## config.mk

```make
export PLATFORM = sky130hd
export DESIGN_NAME = iterative_multiplier
export DESIGN_NICKNAME = d
export VERILOG_FILES = /design/src/rtl/mul_pkg.sv /design/src/rtl/iterative_mul_step.sv /design/src/rtl/iterative_multiplier.sv
export SDC_FILE = /design/constraint.sdc
export NUM_CORES = 1
export LEC_CHECK = 0
export CORE_MARGIN = 1
export CORE_UTILIZATION = 35
export CTS_BUF_LIST = sky130_fd_sc_hd__clkbuf_4
export CTS_CLUSTER_DIAMETER = 30
export DETAILED_ROUTE_END_ITERATION = 8
export DONT_BUFFER_PORTS = 1
export MAX_ROUTING_LAYER = met4
export PLACE_DENSITY = 0.49
export SLEW_MARGIN = 10
export SYNTH_ARGS = -nofsm -noshare
export SYNTH_HDL_FRONTEND = slang
export SYNTH_SLANG_ARGS = --single-unit
```

## constraint.sdc

```tcl
create_clock -name clk -period 6.8 [get_ports clk]
set_input_delay 1.36 -clock clk [delete_from_list [all_inputs] [get_ports clk]]
set_output_delay 1.36 -clock clk [all_outputs]
set_load 0.02 [all_outputs]
```

## src/rtl/mul_pkg.sv

```systemverilog
// Shared definitions for the iterative multiplier.
//
// Holds the FSM state encoding and small helpers that derive the
// iteration count and the iteration-counter width from the operand width
// and the number of multiplier bits consumed per cycle.
//
// Ports: none (package).
package mul_pkg;

  typedef enum logic [1:0] {
    IDLE = 2'd0,
    BUSY = 2'd1,
    DONE = 2'd2
  } mulState_e;

  // Number of BUSY iterations for a full-width multiplier operand.
  function automatic int mulIters(input int width, input int bitsPerCycle);
    return width / bitsPerCycle;
  endfunction

  // Counter width able to hold 0..iters-1, never narrower than one bit.
  function automatic int mulCountWidth(input int iters);
    return (iters > 1) ? $clog2(iters) : 1;
  endfunction

endpackage

```

## src/rtl/iterative_mul_step.sv

```systemverilog
// One shift-add step of the iterative multiplier.
//
// Adds the partial product mcand * digit to the running accumulator.
// Purely combinational; the caller owns all state and the shifting.
//
// Ports:
//   acc_i      running accumulator (ACC_W bits)
//   mcand_i    multiplicand already shifted to the current digit position
//   digit_i    current multiplier digit (DIGIT_W bits, unsigned)
//   accNext_o  acc_i + mcand_i * digit_i, truncated to ACC_W bits
module iterative_mul_step #(
  parameter int ACC_W   = 64,
  parameter int DIGIT_W = 4
) (
  input  logic [ACC_W-1:0]   acc_i,
  input  logic [ACC_W-1:0]   mcand_i,
  input  logic [DIGIT_W-1:0] digit_i,
  output logic [ACC_W-1:0]   accNext_o
);

  // The digit is zero-extended so the whole expression is evaluated at
  // accumulator width; the final product always fits, so truncation
  // never discards significant bits.
  logic [ACC_W-1:0] digitExt;

  assign digitExt  = ACC_W'(digit_i);
  assign accNext_o = acc_i + (mcand_i * digitExt);

endmodule

```

## src/rtl/iterative_multiplier.sv

```systemverilog
// Multi-cycle unsigned integer multiplier (shift-add, LSB digit first).
//
// Consumes BITS_PER_CYCLE multiplier bits per BUSY cycle and produces the
// exact 2*WIDTH-bit product. One operation is in flight at a time, with a
// valid/ready handshake on both the operand and the result side.
//
// Optional feature: define MUL_EARLY_EXIT_EN to leave BUSY as soon as the
// remaining multiplier bits are all zero. The product value is the same
// either way; only the latency changes.
//
// Ports:
//   clk           clock, all state changes on posedge
//   reset         synchronous, active-high
//   in_valid      operands valid
//   in_ready      block can accept operands (IDLE and not in reset)
//   multiplicand  operand A, unsigned, WIDTH bits
//   multiplier    operand B, unsigned, WIDTH bits
//   out_valid     product valid (registered)
//   out_ready     consumer accepts product
//   product       A*B, unsigned, 2*WIDTH bits
module iterative_multiplier
  import mul_pkg::*;
#(
  parameter int WIDTH          = 32,
  parameter int BITS_PER_CYCLE = 4
) (
  input  logic                 clk,
  input  logic                 reset,
  input  logic                 in_valid,
  output logic                 in_ready,
  input  logic [WIDTH-1:0]     multiplicand,
  input  logic [WIDTH-1:0]     multiplier,
  output logic                 out_valid,
  input  logic                 out_ready,
  output logic [2*WIDTH-1:0]   product
);

  // WIDTH must be a multiple of BITS_PER_CYCLE.
  localparam int ITERS = mulIters(WIDTH, BITS_PER_CYCLE);
  localparam int CW    = mulCountWidth(ITERS);
  localparam logic [CW-1:0] LAST_COUNT = CW'(ITERS - 1);

  mulState_e            state_q;
  logic [2*WIDTH-1:0]   acc_q;
  logic [2*WIDTH-1:0]   mcand_q;
  logic [WIDTH-1:0]     mplier_q;
  logic [CW-1:0]        count_q;
  logic                 outValid_q;

  logic [2*WIDTH-1:0]   acc_d;
  logic [2*WIDTH-1:0]   mcand_d;
  logic [WIDTH-1:0]     mplier_d;
  logic [CW-1:0]        count_d;
  logic                 lastIter;

  // Datapath for one BUSY cycle: add the lowest digit's partial product,
  // then move on to the next digit.
  iterative_mul_step #(
    .ACC_W   (2*WIDTH),
    .DIGIT_W (BITS_PER_CYCLE)
  ) u_step (
    .acc_i     (acc_q),
    .mcand_i   (mcand_q),
    .digit_i   (mplier_q[BITS_PER_CYCLE-1:0]),
    .accNext_o (acc_d)
  );

  assign mcand_d  = mcand_q << BITS_PER_CYCLE;
  assign mplier_d = mplier_q >> BITS_PER_CYCLE;
  assign count_d  = count_q + CW'(1);

  // With early exit, a BUSY cycle that leaves no set multiplier bits is
  // also the last one: every remaining partial product would be zero.
`ifdef MUL_EARLY_EXIT_EN
  assign lastIter = (count_q == LAST_COUNT) || (mplier_d == '0);
`else
  assign lastIter = (count_q == LAST_COUNT);
`endif

  // Control and data registers. out_valid is registered and only changes
  // on the BUSY->DONE and DONE->IDLE transitions; acc_q doubles as the
  // product register and keeps the last result until the next accept.
  always_ff @(posedge clk) begin
    if (reset) begin
      state_q    <= IDLE;
      acc_q      <= '0;
      mcand_q    <= '0;
      mplier_q   <= '0;
      count_q    <= '0;
      outValid_q <= 1'b0;
    end else begin
      unique case (state_q)
        IDLE: begin
          // in_ready is exactly "IDLE and not in reset", so in_valid alone
          // completes the handshake here.
          if (in_valid) begin
            mcand_q  <= {{WIDTH{1'b0}}, multiplicand};
            mplier_q <= multiplier;
            acc_q    <= '0;
            count_q  <= '0;
            state_q  <= BUSY;
          end
        end
        BUSY: begin
          acc_q    <= acc_d;
          mcand_q  <= mcand_d;
          mplier_q <= mplier_d;
          count_q  <= count_d;
          if (lastIter) begin
            state_q    <= DONE;
            outValid_q <= 1'b1;
          end
        end
        DONE: begin
          if (out_ready) begin
            state_q    <= IDLE;
            outValid_q <= 1'b0;
          end
        end
        default: begin
          state_q    <= IDLE;
          outValid_q <= 1'b0;
        end
      endcase
    end
  end

  assign in_ready  = (state_q == IDLE) && !reset;
  assign out_valid = outValid_q;
  assign product   = acc_q;

endmodule
```

==> summary.md <==
| Metric | Value |
|---|---|
| Status | `finished, final reports clean` |
| Initial core utilization | `0.3572` |
| Synth-to-Final Area Change | `4.638%` |
| Worst hold start | `mplier_q[9]` |
| Area share of the largest cell type after synthesis | `0.2229` |
| Leak | `8.038 nW` |
| Commonest non-fill, non-tap cell in the layout | `inv_1` |
| Overall Global Routing Usage | `0.2103` |
| Reg2reg setup slack | `0.53 ns` |
| Iter 0 DRT Violations | `839` |
| Initial antenna violation count | `4` |
| Worst r2r dst | `product[62]` |
| Synthesis warning total | `0` |
| Post-detailed-placement half-perimeter wirelength | `35130 um` |
| Largest net degree at the start of global routing | `136` |
| Core area | `45770 um^2` |
| Max Clock Skew | `0.04803 ns` |
| Fin cells | `2598` |
| Final wirelength | `46590 um` |
| F_max | `0.1595 GHz` |
| Power density cells | `138.5 nW/um^2` |
| CP Capture Type | `register` |
| Least-Margin Pin Slew | `0.9229 ns` |
| Clk Latency, worst-skew pair | `0.79 ns` |
| Commonest non-fill, non-tap cells in the layout | `inv_1, nor2_1, and2_1` |
| Mapped cell area | `16350 um^2` |
| Detail Route Antenna Nets | `0` |
| RSZ-0062 raised after global routing | `no` |
| Setup CP Type | `reg2reg` |
| Worst Hold End | `mplier_q[9]` |
| Yosys reg bits | `166` |
| Drt first pass iters | `5` |
| Reg-to-Reg Start | `mplier_q[2]` |
| Die width | `218.1 um` |
| Hold Path Stages | `2` |
| H-tree levels | `4` |
| Grt total ovfl | `0` |
| Postcts setup bufs | `0` |
| Dpl cells | `2561` |
| Max VDD drop | `0.1049 mV` |
| Final GP Congestion | `0.8781` |
| Tcrit/Tclk final | `0.9219` |
| Max-cap violation count | `0` |
| Final min period | `6.269 ns` |
| DRC viols | `0` |
| Post-DP Area | `16780 um^2` |
| Die height | `218.1 um` |
| Clock sinks | `166` |
| Cts bufs inserted | `17` |
| Worst R2R Path Depth | `18` |
| Post-synth EDFFs | `0` |
| Via density | `5.099` |
| Crit path arrival time | `6.96 ns` |
| Post-CTS Hold Fix Bufs | `0` |
| Syn Inst Count | `2067` |
| Pins Over Slew Limit | `0` |
| Multi-input logic area | `11420 um^2` |
| CTS tree | `yes` |
| CP max FO | `21` |
| Req. time, crit path | `7.49 ns` |
| Dpl ws | `0.6120 ns` |
| Vias in the first global route | `13300` |
| Die ar. | `47580 um^2` |
| Fin area | `17110 um^2` |
| Worst rel slew slack | `0.3825` |
| Setup-failing EPs final | `0` |
| Syn Nets | `2386` |
| Clock Tree Root | `clkbuf_4` |
| Post-Route Setup TNS | `0 ns` |
| Layout cells sized above 1 | `0.03211` |
| Final-report hold violation count | `0` |
| Top_reg_cell synth | `dfxtp_1` |
| Post-synthesis sequential area ratio | `0.2033` |
| Mapped Avg Cell Area | `7.909 um^2` |
| First-pass GRT wire length | `75270 um` |
| Fillers | `4856` |
| Worst-path clk slew | `0.19 ns` |
| Sequential cell area | `3326 um^2` |
| Row cnt | `78` |
| Post-synth top area cell | `fa_1` |
| Routed length per instance | `17.93 um` |
| Synth async-reset ratio | `0` |
| Post-synth cell types | `55` |
| Worst min path class | `reg2reg` |
| Nets | `2299` |
| IO Pins | `134` |
| Max Root-Sink Buffers | `2` |
| Worst setup margin | `0.5312 ns` |
| Crit start category | `register` |
| Detailed-route via count | `13250` |
| Post-cts resize count | `0` |
| PortBufs | `0` |
| Synth area leaders | `fa_1, dfxtp_1, and2_1, inv_1, nor2_1` |
| Core Util, Final | `0.3737` |
## synthesized netlist by cell type, types with 3 or more instances
| library cell | instances |
|---|---|
| a31oi_1 | 5 |
| clkbuf_1 | 103 |
| a21boi_0 | 4 |
| nand2b_1 | 4 |
| dfxtp_1 | 166 |
| a32o_1 | 3 |
| or2_2 | 4 |
| a22oi_1 | 62 |
| a2bb2oi_1 | 56 |
| inv_1 | 308 |
| o21ai_0 | 65 |
| a21oi_1 | 88 |
| o21bai_1 | 9 |
| nor3_1 | 73 |
| nor2_1 | 289 |
| xor2_1 | 26 |
| nand3_1 | 6 |
| or3_1 | 8 |
| buf_1 | 18 |
| fa_1 | 182 |
| nor2b_1 | 15 |
| ha_1 | 69 |
| xnor2_1 | 39 |
| nand4_1 | 19 |
| nand2_1 | 108 |
| a211oi_1 | 4 |
| o21a_1 | 10 |
| o2111ai_1 | 3 |
| and2_1 | 237 |
| and3_1 | 3 |
| a22o_1 | 4 |
| a21o_1 | 43 |
| o21ai_1 | 6 |
## state kept, by name, summed over array words and instances (netlist names)
register	flops
count_q	3
mcand_q	64
mplier_q	32
out_valid	1
product	64
state_q	2
## per-stage QoR
step           hold slack, ns  power (mW)
2_1_floorplan          0.4546       1.568
3_3_place_gp           0.4671       1.712
3_5_place_dp           0.4771       1.718
4_1_cts                0.5071       2.417
5_1_grt                0.5309       2.528
6_report               0.5055       2.369
## cells by family after synthesis
kind of cell / synth area share
AO/OA/AOI/OAI: 0.1578
XOR/XNOR: 0.03482
adder cells (fa/ha/maj): 0.2757
buffers and inverters: 0.09903
flip-flops: 0.2033
multiplexers: 0.0006123
AND/OR/NAND/NOR: 0.2288
## power breakdown
part | internal [mW] | total (mW) | switching, mW
Clock | 0.209 | 0.684 | 0.475
Sequential | 1.02 | 1.10 | 0.0822
Combinational | 0.224 | 0.581 | 0.357
## worst max-delay path, cell delays in order (launching register included)
cell and delay [ns]:
dfxtp_1 0.78, buf_4 0.35, and2_1 0.18, fa_1 0.43, fa_1 0.50, inv_1 0.05, fa_1 0.48, inv_1 0.05
ha_1 0.36, nand2_1 0.20, o21ai_0 0.40, nor2_1 0.12, nor3_1 0.67, o2111ai_1 0.33, and3_1 0.36, a22o_1 0.32
nor3_1 0.25, o21ai_0 0.10, a32o_1 0.26
## area by class of cell
type                       instances  share of cell area
multi-input combinational       1470              0.6678
sequential                       166              0.1944
inverter                         309             0.06780
tap                              600             0.04389
clock inverter                    14             0.01046
clock buffer                      18            0.007899
timing repair buffer              16            0.007022
antenna                            5           0.0007314
## how the worst max path moves through the flow
| stage | start | to | cells after the start |
|---|---|---|---|
| global placement | mplier_q[2] | product[62] | 18 |
| floorplan | mplier_q[1] | product[57] | 18 |
| detailed placement | mplier_q[2] | product[62] | 18 |
| CTS | mplier_q[2] | product[62] | 18 |
| finish | mplier_q[2] | product[62] | 18 |
| global route | mplier_q[2] | product[62] | 18 |
## per-layer routing
layer  track usage  up-vias  share of wire
met5             -        -              0
met4       0.07949        0          0.026
met3       0.04273       49          0.050
met2        0.3206      285           0.46
met1        0.2735     6478           0.47
li1              -     6434              -
No activity file was read; power rests on OpenSTA's default activity.
